$ cat config.mk
export PLATFORM = sky130hd
export DESIGN_NAME = reg_write_ctrl_flat
export DESIGN_NICKNAME = d
export VERILOG_FILES = /design/src/rtl/reg_write_ctrl_pkg.sv /design/src/rtl/reg_write_ctrl_if.sv /design/src/rtl/reg_write_ctrl_wr_fifo.sv /design/src/rtl/reg_write_ctrl.sv /design/src/flat_wrapper.sv
export SDC_FILE = /design/constraint.sdc
export NUM_CORES = 1
export LEC_CHECK = 0
export ABC_CLOCK_PERIOD_IN_PS = 10300
export CAP_MARGIN = 20
export CORE_MARGIN = 2
export CORE_UTILIZATION = 63
export CTS_BUF_LIST = sky130_fd_sc_hd__clkbuf_4
export CTS_CLUSTER_SIZE = 8
export DETAILED_ROUTE_END_ITERATION = 10
export MAX_ROUTING_LAYER = met4
export PLACE_DENSITY = 0.88
export SYNTH_ARGS = -nofsm -noshare
export SYNTH_HDL_FRONTEND = slang
export SYNTH_HIERARCHICAL = 1
export SYNTH_SLANG_ARGS = --single-unit
$ cat constraint.sdc
create_clock -name clk -period 10.3 [get_ports clk]
set_input_delay 3.09 -clock clk [delete_from_list [all_inputs] [get_ports clk]]
set_output_delay 3.09 -clock clk [all_outputs]
set_load 0.005 [all_outputs]
$ cat src/rtl/reg_write_ctrl_pkg.sv
// Shared types and default sizes for the register-file write controller.
package regfile_pkg;

    localparam int N_DEF     = 32;
    localparam int R_DEF     = 7;
    localparam int DEPTH_DEF = 4;

    typedef enum logic [1:0] {
        IDLE,
        DRAIN,
        CLEAR
    } state_t;

    typedef struct packed {
        logic [R_DEF-1:0] addr;
        logic [N_DEF-1:0] data;
    } entry_t;

endpackage

$ cat src/rtl/reg_write_ctrl_if.sv
// Writeback-facing request, bypass, control and register-file write port bundle.
interface reg_write_ctrl_if
    import regfile_pkg::*;
#(
    parameter int n     = N_DEF,
    parameter int r     = R_DEF,
    parameter int DEPTH = DEPTH_DEF
);
    logic                     reqValid;
    logic                     reqReady;
    logic [r-1:0]             reqAddr;
    logic [n-1:0]             reqData;
    logic                     clear;
    logic                     busy;
    logic [$clog2(DEPTH):0]   pending;
    logic [r-1:0]             lookupAddr;
    logic                     lookupHit;
    logic [n-1:0]             lookupData;
    logic                     regWrite;
    logic [r-1:0]             writeReg;
    logic [n-1:0]             writeData;

    modport master (
        output reqValid, reqAddr, reqData, clear, lookupAddr,
        input  reqReady, busy, pending, lookupHit, lookupData, regWrite, writeReg, writeData
    );

    modport slave (
        input  reqValid, reqAddr, reqData, clear, lookupAddr,
        output reqReady, busy, pending, lookupHit, lookupData, regWrite, writeReg, writeData
    );
endinterface

$ cat src/rtl/reg_write_ctrl_wr_fifo.sv
// Synchronous FIFO; exposes its contents oldest-first so the owner can search them.
module wr_fifo #(
    parameter int  DEPTH   = 4,
    parameter type entry_t = logic
) (
    input  logic                   clk,
    input  logic                   reset,
    input  logic                   push,
    input  logic                   pop,
    input  entry_t                 din,
    output entry_t                 head,
    output logic                   full,
    output logic                   empty,
    output logic [$clog2(DEPTH):0] count,
    output entry_t                 entries [DEPTH]
);
    localparam int AW = $clog2(DEPTH);
    localparam int CW = AW + 1;

    entry_t          mem_q [DEPTH];
    logic [AW-1:0]   wr_ptr_q;
    logic [AW-1:0]   rd_ptr_q;
    logic [CW-1:0]   count_q;

    always_ff @(posedge clk) begin
        if (reset) begin
            wr_ptr_q <= '0;
            rd_ptr_q <= '0;
            count_q  <= '0;
        end else begin
            if (push) begin
                mem_q[wr_ptr_q] <= din;
                wr_ptr_q        <= wr_ptr_q + AW'(1);
            end
            if (pop) begin
                rd_ptr_q <= rd_ptr_q + AW'(1);
            end
            unique case ({push, pop})
                2'b10:   count_q <= count_q + CW'(1);
                2'b01:   count_q <= count_q - CW'(1);
                default: count_q <= count_q;
            endcase
        end
    end

    // Index 0 is the oldest entry; higher indices are younger.
    always_comb begin
        for (int i = 0; i < DEPTH; i++) begin
            entries[i] = mem_q[rd_ptr_q + AW'(i)];
        end
    end

    assign head  = mem_q[rd_ptr_q];
    assign count = count_q;
    assign full  = (count_q == CW'(DEPTH));
    assign empty = (count_q == '0);

endmodule

$ cat src/rtl/reg_write_ctrl.sv
// Drains buffered register writes one per cycle, serves bypass lookups, and zeroes the file on clear.
module reg_write_ctrl
    import regfile_pkg::*;
#(
    parameter int n     = N_DEF,
    parameter int r     = R_DEF,
    parameter int DEPTH = DEPTH_DEF
) (
    input logic             clk,
    input logic             reset,
    reg_write_ctrl_if.slave bus
);
    localparam int CW = $clog2(DEPTH) + 1;

    typedef struct packed {
        logic [r-1:0] addr;
        logic [n-1:0] data;
    } wr_entry_t;

    state_t        state_q, state_d;
    logic [r-1:0]  cnt_q, cnt_d;

    wr_entry_t     din, head;
    wr_entry_t     entries [DEPTH];
    logic          full, empty, push, pop;
    logic [CW-1:0] count;

    logic          ready, reg_write, busy, hit;
    logic [r-1:0]  write_reg;
    logic [n-1:0]  write_data, hit_data;

    assign din  = '{addr: bus.reqAddr, data: bus.reqData};
    assign push = bus.reqValid && ready;

    wr_fifo #(
        .DEPTH   (DEPTH),
        .entry_t (wr_entry_t)
    ) u_fifo (
        .clk     (clk),
        .reset   (reset),
        .push    (push),
        .pop     (pop),
        .din     (din),
        .head    (head),
        .full    (full),
        .empty   (empty),
        .count   (count),
        .entries (entries)
    );

    always_ff @(posedge clk) begin
        if (reset) begin
            state_q <= IDLE;
            cnt_q   <= '0;
        end else begin
            state_q <= state_d;
            cnt_q   <= cnt_d;
        end
    end

    always_comb begin
        state_d    = state_q;
        cnt_d      = cnt_q;
        ready      = 1'b0;
        pop        = 1'b0;
        reg_write  = 1'b0;
        write_reg  = '0;
        write_data = '0;
        busy       = 1'b0;
        unique case (state_q)
            IDLE: begin
                ready     = !full && !reset;
                pop       = !empty;
                reg_write = !empty;
                if (!empty) begin
                    write_reg  = head.addr;
                    write_data = head.data;
                end
                if (bus.clear) state_d = DRAIN;
            end
            DRAIN: begin
                busy      = 1'b1;
                pop       = !empty;
                reg_write = !empty;
                if (!empty) begin
                    write_reg  = head.addr;
                    write_data = head.data;
                end
                // No pushes here, so one entry left means it leaves at this edge.
                if (count <= CW'(1)) begin
                    state_d = CLEAR;
                    cnt_d   = '0;
                end
            end
            CLEAR: begin
                busy      = 1'b1;
                reg_write = 1'b1;
                write_reg = cnt_q;
                cnt_d     = cnt_q + r'(1);
                if (cnt_q == '1) state_d = IDLE;
            end
            default: state_d = IDLE;
        endcase
    end

    // Later (younger) matches override earlier ones.
    always_comb begin
        hit      = 1'b0;
        hit_data = '0;
        if (state_q != CLEAR) begin
            for (int i = 0; i < DEPTH; i++) begin
                if ((CW'(i) < count) && (entries[i].addr == bus.lookupAddr)) begin
                    hit      = 1'b1;
                    hit_data = entries[i].data;
                end
            end
        end
    end

    assign bus.reqReady   = ready;
    assign bus.busy       = busy;
    assign bus.pending    = count;
    assign bus.lookupHit  = hit;
    assign bus.lookupData = hit_data;
    assign bus.regWrite   = reg_write;
    assign bus.writeReg   = write_reg;
    assign bus.writeData  = write_data;

endmodule

$ cat src/flat_wrapper.sv
// flat-port wrapper written by rule: the top's interface ports become plain ports
module reg_write_ctrl_flat import regfile_pkg::*;
#(
    parameter int n     = N_DEF,
    parameter int r     = R_DEF,
    parameter int DEPTH = DEPTH_DEF
)
  (clk, reset, bus_reqValid, bus_reqAddr, bus_reqData, bus_clear, bus_lookupAddr, bus_reqReady, bus_busy, bus_pending, bus_lookupHit, bus_lookupData, bus_regWrite, bus_writeReg, bus_writeData);
  reg_write_ctrl_if #(.n(n), .r(r), .DEPTH(DEPTH)) bus_i ();
  input logic clk;
  input logic reset;
  input wire logic [$bits(bus_i.reqValid)-1:0] bus_reqValid;
  input wire logic [$bits(bus_i.reqAddr)-1:0] bus_reqAddr;
  input wire logic [$bits(bus_i.reqData)-1:0] bus_reqData;
  input wire logic [$bits(bus_i.clear)-1:0] bus_clear;
  input wire logic [$bits(bus_i.lookupAddr)-1:0] bus_lookupAddr;
  output wire logic [$bits(bus_i.reqReady)-1:0] bus_reqReady;
  output wire logic [$bits(bus_i.busy)-1:0] bus_busy;
  output wire logic [$bits(bus_i.pending)-1:0] bus_pending;
  output wire logic [$bits(bus_i.lookupHit)-1:0] bus_lookupHit;
  output wire logic [$bits(bus_i.lookupData)-1:0] bus_lookupData;
  output wire logic [$bits(bus_i.regWrite)-1:0] bus_regWrite;
  output wire logic [$bits(bus_i.writeReg)-1:0] bus_writeReg;
  output wire logic [$bits(bus_i.writeData)-1:0] bus_writeData;
  assign bus_i.reqValid = bus_reqValid;
  assign bus_i.reqAddr = bus_reqAddr;
  assign bus_i.reqData = bus_reqData;
  assign bus_i.clear = bus_clear;
  assign bus_i.lookupAddr = bus_lookupAddr;
  assign bus_reqReady = bus_i.reqReady;
  assign bus_busy = bus_i.busy;
  assign bus_pending = bus_i.pending;
  assign bus_lookupHit = bus_i.lookupHit;
  assign bus_lookupData = bus_i.lookupData;
  assign bus_regWrite = bus_i.regWrite;
  assign bus_writeReg = bus_i.writeReg;
  assign bus_writeData = bus_i.writeData;
  reg_write_ctrl #(.n(n), .r(r), .DEPTH(DEPTH)) u_core (.clk(clk), .reset(reset), .bus(bus_i));
endmodule
# After elaboration in Yosys (flattened, before gate mapping)
# Memory sizes are Yosys's and may differ from the RTL's. A register that Yosys moved wholly into a read port is not among the register bits.
# Index checks and enable logic that the tools add are counted.
[word_totals] regBits=16 latchBits=0 mem_bits_rw=156 mem_bits_ro=0 input_bits=50 n_memories=1
[mem_list] memory="u_core.u_fifo.mem_q" depth=4 word_bits=39 rd=4 rd_ports_with_merged_regs=1 write_ports=1 line="reg_write_ctrl_wr_fifo.sv:20" source="entry_t mem_q [DEPTH];"
[op_classes] addsub=7 multipliers=0 div_mod_pow=0 magnitude_cmp=5 n_eq_ne=14 shifts=0 muxes=30 bitwise_logic=0 n_reduce_logical=17
[ops] cell="$mux 32" n=7
[ops] cell="$eq 7x7->1" n=4
[ops] cell="$pmux 7 s2" n=2
[ops] cell="$mux 7" n=2
[ops] cell="$mux 1" n=11
[ops] cell="$mux 2" n=5
[ops] cell="$add 7x1->7 const B" n=1
[ops] cell="$eq 7x7->1 const B" n=1
[ops] cell="$logic_and 1x1->1" n=6
[ops] cell="$lt 1x3->1 const A" n=2
[ops] cell="$lt 2x3->1 const A" n=2
[ops] cell="$pmux 2 s3" n=1
[ops] cell="$pmux 3 s2" n=1
[ops] cell="$add 2x1->2 const B" n=2
[ops] cell="$add 2x2->2 const B" n=2
[ops] cell="$eq 2x1->1 const B" n=2
[ops] cell="$eq 2x2->1 const B" n=2
[ops] cell="$ne 2x1->1 const B" n=2
[ops] cell="$ne 2x2->1 const B" n=2
[ops] cell="$reduce_bool 2->1" n=2
[ops] cell="$reduce_or 2->1" n=2
[ops] cell="$add 3x1->3 const B" n=1
[ops] cell="$eq 3x3->1 const B" n=1
[ops] cell="$le 3x1->1 const B" n=1
[ops] cell="7 further kinds" n=9

# Longest topological paths before layout
[logic_depth] depth_word=8 mapped_depth=12

# Hierarchy
# The synthesis kept the hierarchy.
[modules_own_cells] mod="wr_fifo" n_inst=1 cells_each=433 area_each_um2=9286.4 seq_area_each_um2=4864.7
[modules_own_cells] mod="reg_write_ctrl" n_inst=1 cells_each=281 area_each_um2=2197.1 seq_area_each_um2=180.2

# Worst setup path before layout
# Ideal clock, no wire load.
[synth_path] path_kind="input -> output" startpoint="input port bus_lookupAddr[0]" endpoint="output port bus_lookupData[11]" arrival_ps=4314 setup_slack_ps=2896 cell_stages=7 path_buffers=1 path_cell_list="xor2_1 -> nor4_2 -> nand4_2 -> nand2_2 -> buf_4 -> a221oi_2 -> nor3_2"
[synth_via] elab_chain_len=7 elab_cells_between_ends=13
[synth_lines] item="from (decl)" line="flat_wrapper.sv:16" source="input wire logic [$bits(bus_i.lookupAddr)-1:0] bus_lookupAddr;"
[synth_lines] item="$eq 7x7->1" line="reg_write_ctrl.sv:112" source="if ((CW'(i) < count) && (entries[i].addr == bus.lookupAddr)) begin"
[synth_lines] item="$logic_and 1x1->1" line="reg_write_ctrl.sv:112"
[synth_lines] item="$mux 32 (3 in a row)" line="reg_write_ctrl.sv:112"
[synth_lines] item="$mux 32 (*)" line="reg_write_ctrl.sv:112"
[synth_lines] item="$mux 32 (*)" line="reg_write_ctrl.sv:110" source="if (state_q != CLEAR) begin"
[synth_lines] item="to (decl)" line="flat_wrapper.sv:21" source="output wire logic [$bits(bus_i.lookupData)-1:0] bus_lookupData;"
# Mark *: on every way between the ends. The rest lies on a longest branch, timed or not.

# Final worst setup path
[layout_path] startpoint="input port bus_lookupAddr[0]" endpoint="output port bus_lookupData[18]"
# Same word-level chain as after synthesis.

==> out/qor.tcl <==
set qor(outcome) {complete, no violations}
set qor(post_synth_instance_area_sq_um) 11500
set qor(postCtsResizedCells) 0
set qor(floorplan.die.width_um) 139
set qor(worst_hold_path.num_cells) 2
set qor(startpoint_type) {primary input}
set qor(fin_skew_ns) 0.0167
set qor(finalHoldViolCount) 0
set qor(synth_enable_flop_cells) 156
set qor(ctsLongestPathBuffers) 2
set qor(timing.critical_path.to_type) {primary output}
set qor(drtIter0Drc) 873
set qor(antenna_violations_before_repair) 2
set qor(portBuffers) 127
set qor(number_of_library_cell_types_mapped_by_synthesis) 46
set qor(grt_pass1_wl_um) 42800
set qor(cts.clk_slew.worst_paths_ns) 0.12
set qor(worst_pin_slew_ns) 1.08
set qor(post_cts_hold_buffer_count) 0
set qor(cp_data_arrival_time_ns) 6.39
set qor(r2r_cell_count) 10
set qor(leakagePower_uw) 0.00385
set qor(power.share.combinational) 0.417
set qor(grt_setup_unrepaired) {false}
set qor(htree_num_levels) 4
set qor(max-cap-violations) 0
set qor(ioPinCount) 128
set qor(tritoncts) {built}
set qor(num-nets-final) 837
set qor(design.die.area_sq_um) 19300
set qor(grt_max_degree) 69
set qor(fin_cells) 1020
set qor(final_min_period_over_clock_period) 0.920
set qor(mappedNetlistNets) 775
set qor(holdCritPathClass) {flip-flop to flip-flop}
set qor(overall_overflow_remaining_after_global_route) 0
set qor(ys_seq_elements) 174
set qor(internal_power_uw) 1500
set qor(number_of_buffers_created_by_cts) 17
set qor(drive_above_1_share) 0.309
set qor(floorplan.die.height_um) 139
set qor(irDropWorstVdd_uv) 135
set qor(timing.max_slew.rel_slack) 0.276
set qor(place_inst) 986
set qor(power.clock.fraction) 0.184
set qor(power_per_cell_area_nw_per_um2) 173
set qor(clock_tree.root_cell) {sky130_fd_sc_hd__clkbuf_4}
set qor(max_freq_ghz) 0.106
set qor(row_count) 49
set qor(gp_congestion) 0.871
set qor(total_global_route_track_usage) 0.297
set qor(critical_path.max_fanout) 20
set qor(areaGrowthSynthToFinish_pct) 11.7
set qor(detailedPlacementHpwl_um) 17300
set qor(post_drt_wl_per_cell_um) 26.6
set qor(drv_slew) 0
set qor(drtAntennaViolNets) 0
set qor(timing.final.crit_period_ns) 9.48
set qor(netlist_instances) 714
set qor(yosys_warnings) 6
set qor(power.net_switching_uw) 726
set qor(netSwitchingFraction) 0.326
set qor(post_detailed_route_drc_marker_count) 0
set qor(timing.setup.critical_path_class) {primary input to primary output}
set qor(cts_sinks) 174
set qor(via_count) 7546
set qor(totalWireLength_um) 27100
set qor(synthesis.area_per_instance_sq_um) 16.1
set qor(power.sequential.fraction) 0.399
set qor(yosysSeqAreaShare) 0.439
set qor(most-common-layout-cells) {sky130_fd_sc_hd__edfxtp_1, sky130_fd_sc_hd__mux4_2, sky130_fd_sc_hd__clkdlybuf4s50_1}
set qor(report.final.setup_viol) 0
set qor(timing.setup.tns_ns) 0
set qor(initial_core_util) 0.641
set qor(number_of_global_route_vias_before_repair) 7614
set qor(layout.cells.most_common) {sky130_fd_sc_hd__edfxtp_1}
set qor(synth-async-reset-ratio) 0
set qor(vias_per_cell) 7.40
set qor(post_cts_buffers) 0
set qor(fp.coreArea_sq_um) 17900
set qor(postSynth.topFlopCell) {sky130_fd_sc_hd__edfxtp_1}
set qor(drtPass1Iterations) 5
set qor(clkLatencyLatePin_ns) 0.59
set qor(critPathRequiredTime_ns) 7.21
==> area by class of cell <==
cell class              instances  area, sq um
repair buffers                142         1420
multi-input cells             431         5720
fillers                      1073         5070
diodes                          2         5.00
flip-flops and latches        174         5050
clock inverters                13          165
clock buffers                  19          143
inverters                      10         37.5
well taps                     229          287
==> final timing paths <==
path                                  start                        end  slack [ns]
setup / recovery          bus_lookupAddr[0]         bus_lookupData[18]        0.82
hold / removal    u_core/u_fifo/wr_ptr_q[0]  u_core/u_fifo/wr_ptr_q[0]        0.58
setup reg to reg          u_core/state_q[1]     u_core/u_fifo/count[2]        7.02
hold reg to reg   u_core/u_fifo/wr_ptr_q[0]  u_core/u_fifo/wr_ptr_q[0]        0.58
==> synth_stat cells, types with 10 or more instances <==
library cell / instances / share of area
sky130_fd_sc_hd__buf_6: 14 / 0.014
sky130_fd_sc_hd__mux4_2: 138 / 0.27
sky130_fd_sc_hd__xor2_1: 25 / 0.019
sky130_fd_sc_hd__edfxtp_1: 156 / 0.41
sky130_fd_sc_hd__ha_1: 10 / 0.011
sky130_fd_sc_hd__a221oi_1: 11 / 0.0084
sky130_fd_sc_hd__o22ai_1: 24 / 0.013
sky130_fd_sc_hd__mux4_1: 18 / 0.041
sky130_fd_sc_hd__inv_1: 10 / 0.0033
sky130_fd_sc_hd__dfxtp_1: 18 / 0.031
sky130_fd_sc_hd__clkbuf_1: 14 / 0.0046
sky130_fd_sc_hd__buf_2: 11 / 0.0048
sky130_fd_sc_hd__buf_4: 59 / 0.039
sky130_fd_sc_hd__and2_1: 37 / 0.020
sky130_fd_sc_hd__nor3_2: 21 / 0.018
sky130_fd_sc_hd__a221oi_2: 20 / 0.026
sky130_fd_sc_hd__nor2_1: 38 / 0.012
sky130_fd_sc_hd__xnor2_1: 13 / 0.0099
==> power by group through the flow <==
stage	registers, uW	logic [uW]	clock network (uW)
after CTS	888	927	415
final	888	928	409
after global routing	899	985	444
after detailed placement	905	922	0
after global placement	896	890	0
after floorplan	833	764	0
==> layer usage <==
layer / track usage / routed length, um
met1: 0.384 / 9730
met2: 0.476 / 14000
met3: 0.0587 / 2790
met4: 0.110 / 637
met5: - / 0
==> flip-flops by register name, indices dropped and copies added (netlist names), named ones only <==
register / count
u_core/cnt_q: 7
u_core/state_q: 2
u_core/u_fifo/count: 3
u_core/u_fifo/mem_q: 156
u_core/u_fifo/wr_ptr_q: 2
u_core/u_fifo/rd_ptr_q: 2
==> worst max-delay path, cell delays in order <==
cell and delay (ns):
sky130_fd_sc_hd__clkdlybuf4s50_1 0.52, sky130_fd_sc_hd__xor2_1 0.23, sky130_fd_sc_hd__nor4_2 0.37, sky130_fd_sc_hd__nand4_2 0.50, sky130_fd_sc_hd__nand2_2 0.55, sky130_fd_sc_hd__buf_12 0.25
sky130_fd_sc_hd__a221oi_2 0.06, sky130_fd_sc_hd__nor3_2 0.25, sky130_fd_sc_hd__clkdlybuf4s50_1 0.54
==> kinds of logic (layout without fill, tap and decap cells) <==
family                     Yosys count  in the layout  share of synthesized area
DFF                                174            174                      0.439
muxes                              160            160                      0.315
and+or+nand+nor                    135            135                     0.0717
buffers and inverters              109            184                     0.0653
AOI/OAI and AO/OA                   87             87                     0.0668
xor gates and xnor gates            38             38                     0.0290
adders and majority gates           11             11                     0.0126
other                                0              2                          0
==> through the flow <==
stage | power (uW) | util | area (sq um) | worst slack [ns] | hold slack (ns)
after global routing | 2330 | 0.717 | 12800 | 0.712 | 0.618
final | 2230 | 0.717 | 12800 | 0.824 | 0.580
after global placement | 1790 | 0.697 | 12500 | 1.05 | 0.526
after CTS | 2230 | 0.716 | 12800 | 0.879 | 0.580
after floorplan | 1600 | - | 11500 | 2.90 | 0.494
after detailed placement | 1830 | 0.699 | 12500 | 0.895 | 0.547
No activity file was read; power rests on OpenSTA's default activity.
